==> src/rtl/z80_host_bridge_if.sv <==
// Signal bundle between the Z80 bus / GPU RAM host port and z80_host_bridge.
// The bridge uses the slave view; the Z80 side and RAM model use the master view.
interface z80_host_bridge_if;
  logic        z80_mreq_n;
  logic        z80_rd_n;
  logic        z80_wr_n;
  logic [19:0] z80_addr;
  logic [7:0]  z80_data_in;
  logic [7:0]  z80_data_out;
  logic        z80_data_oe;
  logic        z80_wait_n;
  logic        ram_wr_ena;
  logic [19:0] ram_addr;
  logic [7:0]  ram_wr_data;
  logic [7:0]  ram_rd_data;

  modport slave (
    input  z80_mreq_n, z80_rd_n, z80_wr_n, z80_addr, z80_data_in, ram_rd_data,
    output z80_data_out, z80_data_oe, z80_wait_n, ram_wr_ena, ram_addr, ram_wr_data
  );

  modport master (
    output z80_mreq_n, z80_rd_n, z80_wr_n, z80_addr, z80_data_in, ram_rd_data,
    input  z80_data_out, z80_data_oe, z80_wait_n, ram_wr_ena, ram_addr, ram_wr_data
  );
endinterface

==> src/rtl/z80_host_bridge.sv <==
// Bridges asynchronous Z80 memory cycles onto the GPU RAM host port in the clk domain.
// Writes become a single-clock pulse; reads hold WAIT low until RAM data is captured.
module z80_host_bridge #(
  parameter logic [19:0] MEM_BASE     = 20'h00000,
  parameter logic [19:0] MEM_SIZE     = 20'h04000,
  parameter int unsigned READ_LATENCY = 6,
  parameter int unsigned SYNC_STAGES  = 2
) (
  input  logic               clk,
  input  logic               rst_n,
  z80_host_bridge_if.slave   bus
);

  typedef enum logic [1:0] {
    ST_IDLE  = 2'd0,
    ST_WRITE = 2'd1,
    ST_READ  = 2'd2,
    ST_HOLD  = 2'd3
  } state_t;

  localparam logic [3:0] CNT_INIT = 4'(READ_LATENCY - 1);

  state_t                 state_r;
  logic [3:0]             cnt_r;
  logic [SYNC_STAGES-1:0] mreq_sync_r;
  logic [SYNC_STAGES-1:0] rd_sync_r;
  logic [SYNC_STAGES-1:0] wr_sync_r;
  logic                   mreq_s;
  logic                   rd_s;
  logic                   wr_s;
  logic                   hit_s;

  logic        ram_wr_ena_r;
  logic [19:0] ram_addr_r;
  logic [7:0]  ram_wr_data_r;
  logic [7:0]  z80_data_out_r;
  logic        z80_data_oe_r;
  logic        z80_wait_n_r;

  // The offset is taken modulo 2^20, so the lower-bound test is required too.
  function automatic logic in_window(input logic [19:0] addr);
    logic [19:0] offset;
    offset = addr - MEM_BASE;
    return (addr >= MEM_BASE) && (offset < MEM_SIZE);
  endfunction

  // Strobe synchronisers, preset to the idle (high) level.
  always_ff @(posedge clk or negedge rst_n) begin
    if (!rst_n) begin
      mreq_sync_r <= {SYNC_STAGES{1'b1}};
      rd_sync_r   <= {SYNC_STAGES{1'b1}};
      wr_sync_r   <= {SYNC_STAGES{1'b1}};
    end else begin
      mreq_sync_r <= {mreq_sync_r[SYNC_STAGES-2:0], bus.z80_mreq_n};
      rd_sync_r   <= {rd_sync_r[SYNC_STAGES-2:0], bus.z80_rd_n};
      wr_sync_r   <= {wr_sync_r[SYNC_STAGES-2:0], bus.z80_wr_n};
    end
  end

  // Synchronised strobe taps and window decode.
  always_comb begin
    mreq_s = mreq_sync_r[SYNC_STAGES-1];
    rd_s   = rd_sync_r[SYNC_STAGES-1];
    wr_s   = wr_sync_r[SYNC_STAGES-1];
    hit_s  = in_window(bus.z80_addr);
  end

  // Access FSM; write strobe wins when RD and WR are both low.
  always_ff @(posedge clk or negedge rst_n) begin
    if (!rst_n) begin
      state_r        <= ST_IDLE;
      cnt_r          <= 4'd0;
      ram_wr_ena_r   <= 1'b0;
      ram_addr_r     <= 20'h00000;
      ram_wr_data_r  <= 8'h00;
      z80_data_out_r <= 8'h00;
      z80_data_oe_r  <= 1'b0;
      z80_wait_n_r   <= 1'b1;
    end else begin
      ram_wr_ena_r <= 1'b0;
      case (state_r)
        ST_IDLE: begin
          if (!mreq_s && !wr_s) begin
            if (hit_s) begin
              ram_addr_r    <= bus.z80_addr;
              ram_wr_data_r <= bus.z80_data_in;
              ram_wr_ena_r  <= 1'b1;
              state_r       <= ST_WRITE;
            end else begin
              state_r <= ST_HOLD;
            end
          end else if (!mreq_s && !rd_s) begin
            if (hit_s) begin
              ram_addr_r   <= bus.z80_addr;
              z80_wait_n_r <= 1'b0;
              cnt_r        <= CNT_INIT;
              state_r      <= ST_READ;
            end else begin
              state_r <= ST_HOLD;
            end
          end else begin
            state_r <= ST_IDLE;
          end
        end
        ST_WRITE: begin
          state_r <= ST_HOLD;
        end
        ST_READ: begin
          // An aborted cycle still finishes the read; HOLD then exits at once.
          if (cnt_r != 4'd0) begin
            cnt_r <= cnt_r - 4'd1;
          end else begin
            z80_data_out_r <= bus.ram_rd_data;
            z80_data_oe_r  <= 1'b1;
            z80_wait_n_r   <= 1'b1;
            state_r        <= ST_HOLD;
          end
        end
        ST_HOLD: begin
          if (mreq_s) begin
            z80_data_oe_r <= 1'b0;
            state_r       <= ST_IDLE;
          end else begin
            state_r <= ST_HOLD;
          end
        end
        default: begin
          state_r       <= ST_IDLE;
          z80_data_oe_r <= 1'b0;
          z80_wait_n_r  <= 1'b1;
        end
      endcase
    end
  end

  assign bus.ram_wr_ena   = ram_wr_ena_r;
  assign bus.ram_addr     = ram_addr_r;
  assign bus.ram_wr_data  = ram_wr_data_r;
  assign bus.z80_data_out = z80_data_out_r;
  assign bus.z80_data_oe  = z80_data_oe_r;
  assign bus.z80_wait_n   = z80_wait_n_r;

endmodule

==> src/flat_wrapper.sv <==
// flat-port wrapper written by rule: the top's interface ports become plain ports
module z80_host_bridge_flat 
#(
  parameter logic [19:0] MEM_BASE     = 20'h00000,
  parameter logic [19:0] MEM_SIZE     = 20'h04000,
  parameter int unsigned READ_LATENCY = 6,
  parameter int unsigned SYNC_STAGES  = 2
)
  (clk, rst_n, bus_z80_mreq_n, bus_z80_rd_n, bus_z80_wr_n, bus_z80_addr, bus_z80_data_in, bus_ram_rd_data, bus_z80_data_out, bus_z80_data_oe, bus_z80_wait_n, bus_ram_wr_ena, bus_ram_addr, bus_ram_wr_data);
  z80_host_bridge_if bus_i ();
  input  logic clk;
  input  logic rst_n;
  input wire logic [$bits(bus_i.z80_mreq_n)-1:0] bus_z80_mreq_n;
  input wire logic [$bits(bus_i.z80_rd_n)-1:0] bus_z80_rd_n;
  input wire logic [$bits(bus_i.z80_wr_n)-1:0] bus_z80_wr_n;
  input wire logic [$bits(bus_i.z80_addr)-1:0] bus_z80_addr;
  input wire logic [$bits(bus_i.z80_data_in)-1:0] bus_z80_data_in;
  input wire logic [$bits(bus_i.ram_rd_data)-1:0] bus_ram_rd_data;
  output wire logic [$bits(bus_i.z80_data_out)-1:0] bus_z80_data_out;
  output wire logic [$bits(bus_i.z80_data_oe)-1:0] bus_z80_data_oe;
  output wire logic [$bits(bus_i.z80_wait_n)-1:0] bus_z80_wait_n;
  output wire logic [$bits(bus_i.ram_wr_ena)-1:0] bus_ram_wr_ena;
  output wire logic [$bits(bus_i.ram_addr)-1:0] bus_ram_addr;
  output wire logic [$bits(bus_i.ram_wr_data)-1:0] bus_ram_wr_data;
  assign bus_i.z80_mreq_n = bus_z80_mreq_n;
  assign bus_i.z80_rd_n = bus_z80_rd_n;
  assign bus_i.z80_wr_n = bus_z80_wr_n;
  assign bus_i.z80_addr = bus_z80_addr;
  assign bus_i.z80_data_in = bus_z80_data_in;
  assign bus_i.ram_rd_data = bus_ram_rd_data;
  assign bus_z80_data_out = bus_i.z80_data_out;
  assign bus_z80_data_oe = bus_i.z80_data_oe;
  assign bus_z80_wait_n = bus_i.z80_wait_n;
  assign bus_ram_wr_ena = bus_i.ram_wr_ena;
  assign bus_ram_addr = bus_i.ram_addr;
  assign bus_ram_wr_data = bus_i.ram_wr_data;
  z80_host_bridge #(.MEM_BASE(MEM_BASE), .MEM_SIZE(MEM_SIZE), .READ_LATENCY(READ_LATENCY), .SYNC_STAGES(SYNC_STAGES)) u_core (.clk(clk), .rst_n(rst_n), .bus(bus_i));
endmodule
==> config.mk <==
export PLATFORM = sky130hd
export DESIGN_NAME = z80_host_bridge_flat
export DESIGN_NICKNAME = d
export VERILOG_FILES = /design/src/rtl/z80_host_bridge_if.sv /design/src/rtl/z80_host_bridge.sv /design/src/flat_wrapper.sv
export SDC_FILE = /design/constraint.sdc
export NUM_CORES = 1
export LEC_CHECK = 0
export ABC_AREA = 1
export BUFFER_PORTS_ARGS = -buffer_cell sky130_fd_sc_hd__clkbuf_2
export CAP_MARGIN = 20
export CORE_ASPECT_RATIO = 1.5
export CORE_MARGIN = 8
export CORE_UTILIZATION = 35
export DETAILED_ROUTE_END_ITERATION = 10
export GPL_ROUTABILITY_DRIVEN = 0
export PLACE_DENSITY_LB_ADDON = 0.12
export REMOVE_ABC_BUFFERS = 1
export SLEW_MARGIN = 10
export SYNTH_ARGS = -nofsm -noshare
export SYNTH_HDL_FRONTEND = slang
export SYNTH_SLANG_ARGS = --single-unit
==> constraint.sdc <==
create_clock -name clk -period 2.8 [get_ports clk]
set_input_delay 0.28 -clock clk [delete_from_list [all_inputs] [get_ports clk]]
set_output_delay 0.28 -clock clk [all_outputs]
set_load 0.005 [all_outputs]
==> summary.txt <==
Route
  • Wirelength per Cell: 12.5 um
  • Drt drc: 0
  • Avg Vias per Cell: around 4.4
  • Top Layer Used: met4
  • Pre-Repair DR Iteration Count: 4
  • Met3 Wirelength: 299 um
  • Wl on met1: ~2000 um
  • Antenna Nets Post-Route: 0
  • Met2 Wirelength: between 2000 and 2500 um
  • Drt total wl: 4820 um
  • Via count: approximately 1700
  • Starting DRT DRC Count: 80

Floorplan
  • Core Area: about 6000 um2
  • IO Pins: 80
  • Initial core utilization: a little over a third
  • Die W: between 80 and 90 um
  • Die Ht: about 110 um
  • Die area: 8970 um2
  • Row cnt: 35

Final layout
  • Layout area overhead: 26.4%
  • ANT cells: 0
  • Share of cells above drive strength 1: between 30% and 40%
  • Final nets: about 360

Timing
  • Max Freq: between 500 and 600 MHz
  • WHS: 0.0554 ns
  • Max-slew headroom: 57.1%
  • Fin. Hold Viols: 0
  • RSZ-0062 raised after global routing: no
  • Fin. max-slew vios: 0
  • Worst slew pin tran: between 0.6 and 0.7 ns
  • Final setup TNS: 0 ns
  • Tmin final: about 1.7 ns
  • Setup violators final: 0
  • Worst Clk Skew: ~0.0049 ns
  • Period Utilization, post-route: between 60% and 70%

CTS
  • Post-cts resize count: 0
  • Worst-skew pair later-pin latency: 0.30 ns
  • Post-CTS setup buffers: 0
  • Clock buffer count from CTS: 5
  • Clk slew on worst S/H paths: about 0.090 ns
  • CTS tree: done
  • Clock Sinks: between 50 and 60
  • Hold_buf cts: 0
  • H-tree depth reported by CTS: 2
  • CTS root buf: clkbuf_8
  • CTS Buffer Depth: 2

Synthesis
  • Synth cell types: 19
  • Mapped Cells: 229
  • Mean Syn Cell Area: about 9.4 um2
  • YS warnings: 0
  • Part of the Yosys area used for sequential elements: 59.7%
  • Seq cells post-synth: ~50
  • Synthesized cell area: 2150 um2

Pwr
  • Worst IR drop on VDD: 0.000385 V
  • Leak pwr: 1.51 nW
  • Pwr per Cell Area: between 800 and 900 nW/um2

Critical path
  • Worst Setup End Kind: flop
  • Worst-path fanout max: 15
  • Crit Path Category: reg2reg
  • R2R setup slack: ~1.1 ns
  • Crit start category: flop
  • Critical path arrival: about 1.9 ns
  • CP required: 2.99 ns

Placed design
  • Detailed Place HPWL: about 3700 um
  • PortBufs: 79

Global route
  • GRT Util Overall: 11.3%
  • Initial antenna violation count: 0
  • Vias in the first global route: ~1800
  • Largest net degree at the start of global routing: 52
  • Grt ovf: 0
  • First-pass GRT wire length: between 8000 and 9000 um

Min path
  • HP Class: in2reg

Run status
  • Outcome: complete, no violations

Flow run
  • Max Cap Viol: 0
## routing by layer
metal / track usage (%) / vias up
met2: 18.8 / 43
met3: 3.76 / 6
met1: 12.9 / 790
met4: 4.02 / 0
li1: - / 872
met5: 0 / -
## cell usage in the layout, fill, tap and decap left out
master,n
inv_1,31
dfrtp_1,44
o21ai_0,17
clkbuf_8,5
dfstp_2,7
nand2_1,61
nor2_2,3
nor3_4,1
nand3_1,15
o21ai_1,4
clkbuf_1,2
nand2_2,2
o21ai_2,10
ha_1,5
bufinv_16,1
a21o_1,1
nor2_1,18
a21oi_1,3
xor2_1,1
buf_4,2
inv_2,1
clkbuf_2,79
## power by group
| group | switching [W] | internal (W) | total [W] |
|---|---|---|---|
| clock | 0.000231 | 0.000268 | 0.000498 |
| sequential | 0.000107 | 0.000928 | 0.00104 |
| combinational | 0.000412 | 0.000297 | 0.000709 |
| total | 0.000749 | 0.00149 | 0.00224 |
## final timing paths
kind,start,to,cells after the start
setup / recovery,u_core.state_r[0],u_core.cnt_r[0],5
hold / removal,bus_z80_wr_n,u_core.wr_sync_r[0],1
min in group asynchronous,rst_n,u_core.cnt_r[3],2
setup reg to reg,u_core.state_r[0],u_core.cnt_r[0],5
max in group asynchronous,rst_n,u_core.bus.ram_addr[19],2
hold reg to reg,u_core.mreq_sync_r[0],u_core.mreq_sync_r[1],0
## Yosys cell counts, drive strengths merged
library cell / count / area share (%)
clkbuf: 2 / 0.35
buf: 3 / 1.6
dfstp: 7 / 8.5
o21ai: 31 / 9.0
ha: 5 / 2.9
a21o: 1 / 0.35
nand3: 15 / 3.5
xor2: 1 / 0.41
nor3: 1 / 0.76
inv: 32 / 5.6
nor2: 21 / 4.0
dfrtp: 44 / 51
a21oi: 3 / 0.70
nand2: 63 / 11
## flip-flops by register name, summed over array words and instances, names as in the netlist
name                     cells
u_core.state_r               2
u_core.rd_sync_r             2
u_core.bus.z80_wait_n        1
u_core.cnt_r                 4
u_core.bus.ram_wr_data       8
u_core.bus.z80_data_out      8
u_core.bus.z80_data_oe       1
u_core.bus.ram_addr         20
u_core.mreq_sync_r           2
u_core.bus.ram_wr_ena        1
u_core.wr_sync_r             2
## area by class of cell
| cell class | instances | area, um2 |
|---|---|---|
| fillers | 622 | 3320 |
| flip-flops and latches | 51 | 1280 |
| multi-input cells | 141 | 706 |
| repair buffers | 81 | 410 |
| inverters | 32 | 120 |
| well taps | 74 | 92.6 |
| clock buffers | 7 | 76.3 |
| clock inverters | 1 | 30.0 |
## through the flow
stage               power, W  setup WS (ns)  utilization [%]  std cells  cell area, um2
detailed placement   0.00178           1.02             43.3        379            2610
global placement     0.00178           1.04             43.3        379            2610
CTS                  0.00230           1.02             45.0        387            2720
global route         0.00244          0.854             45.0        387            2720
floorplan            0.00147          0.892                -        224            2110
finish               0.00224           1.07             45.0        387            2720
## cells by family (layout without fill, tap and decap cells)
logic type / Yosys count / after routing / synth area share [%]
flip-flops: 51 / 51 / 59.7
AO/OA/AOI/OAI: 35 / 35 / 10.0
AND/OR/NAND/NOR: 100 / 100 / 19.5
adder cells (fa/ha/maj): 5 / 5 / 2.91
XOR/XNOR: 1 / 1 / 0.407
buffers and inverters: 37 / 121 / 7.50
## critical path, cell delays in order, from the launching register on
cell     delay (ns)
dfrtp_1        0.40
inv_1          0.11
ha_1           0.50
nand2_2        0.25
nand3_1        0.24
o21ai_0        0.11
(Power assumes the default switching activity.)
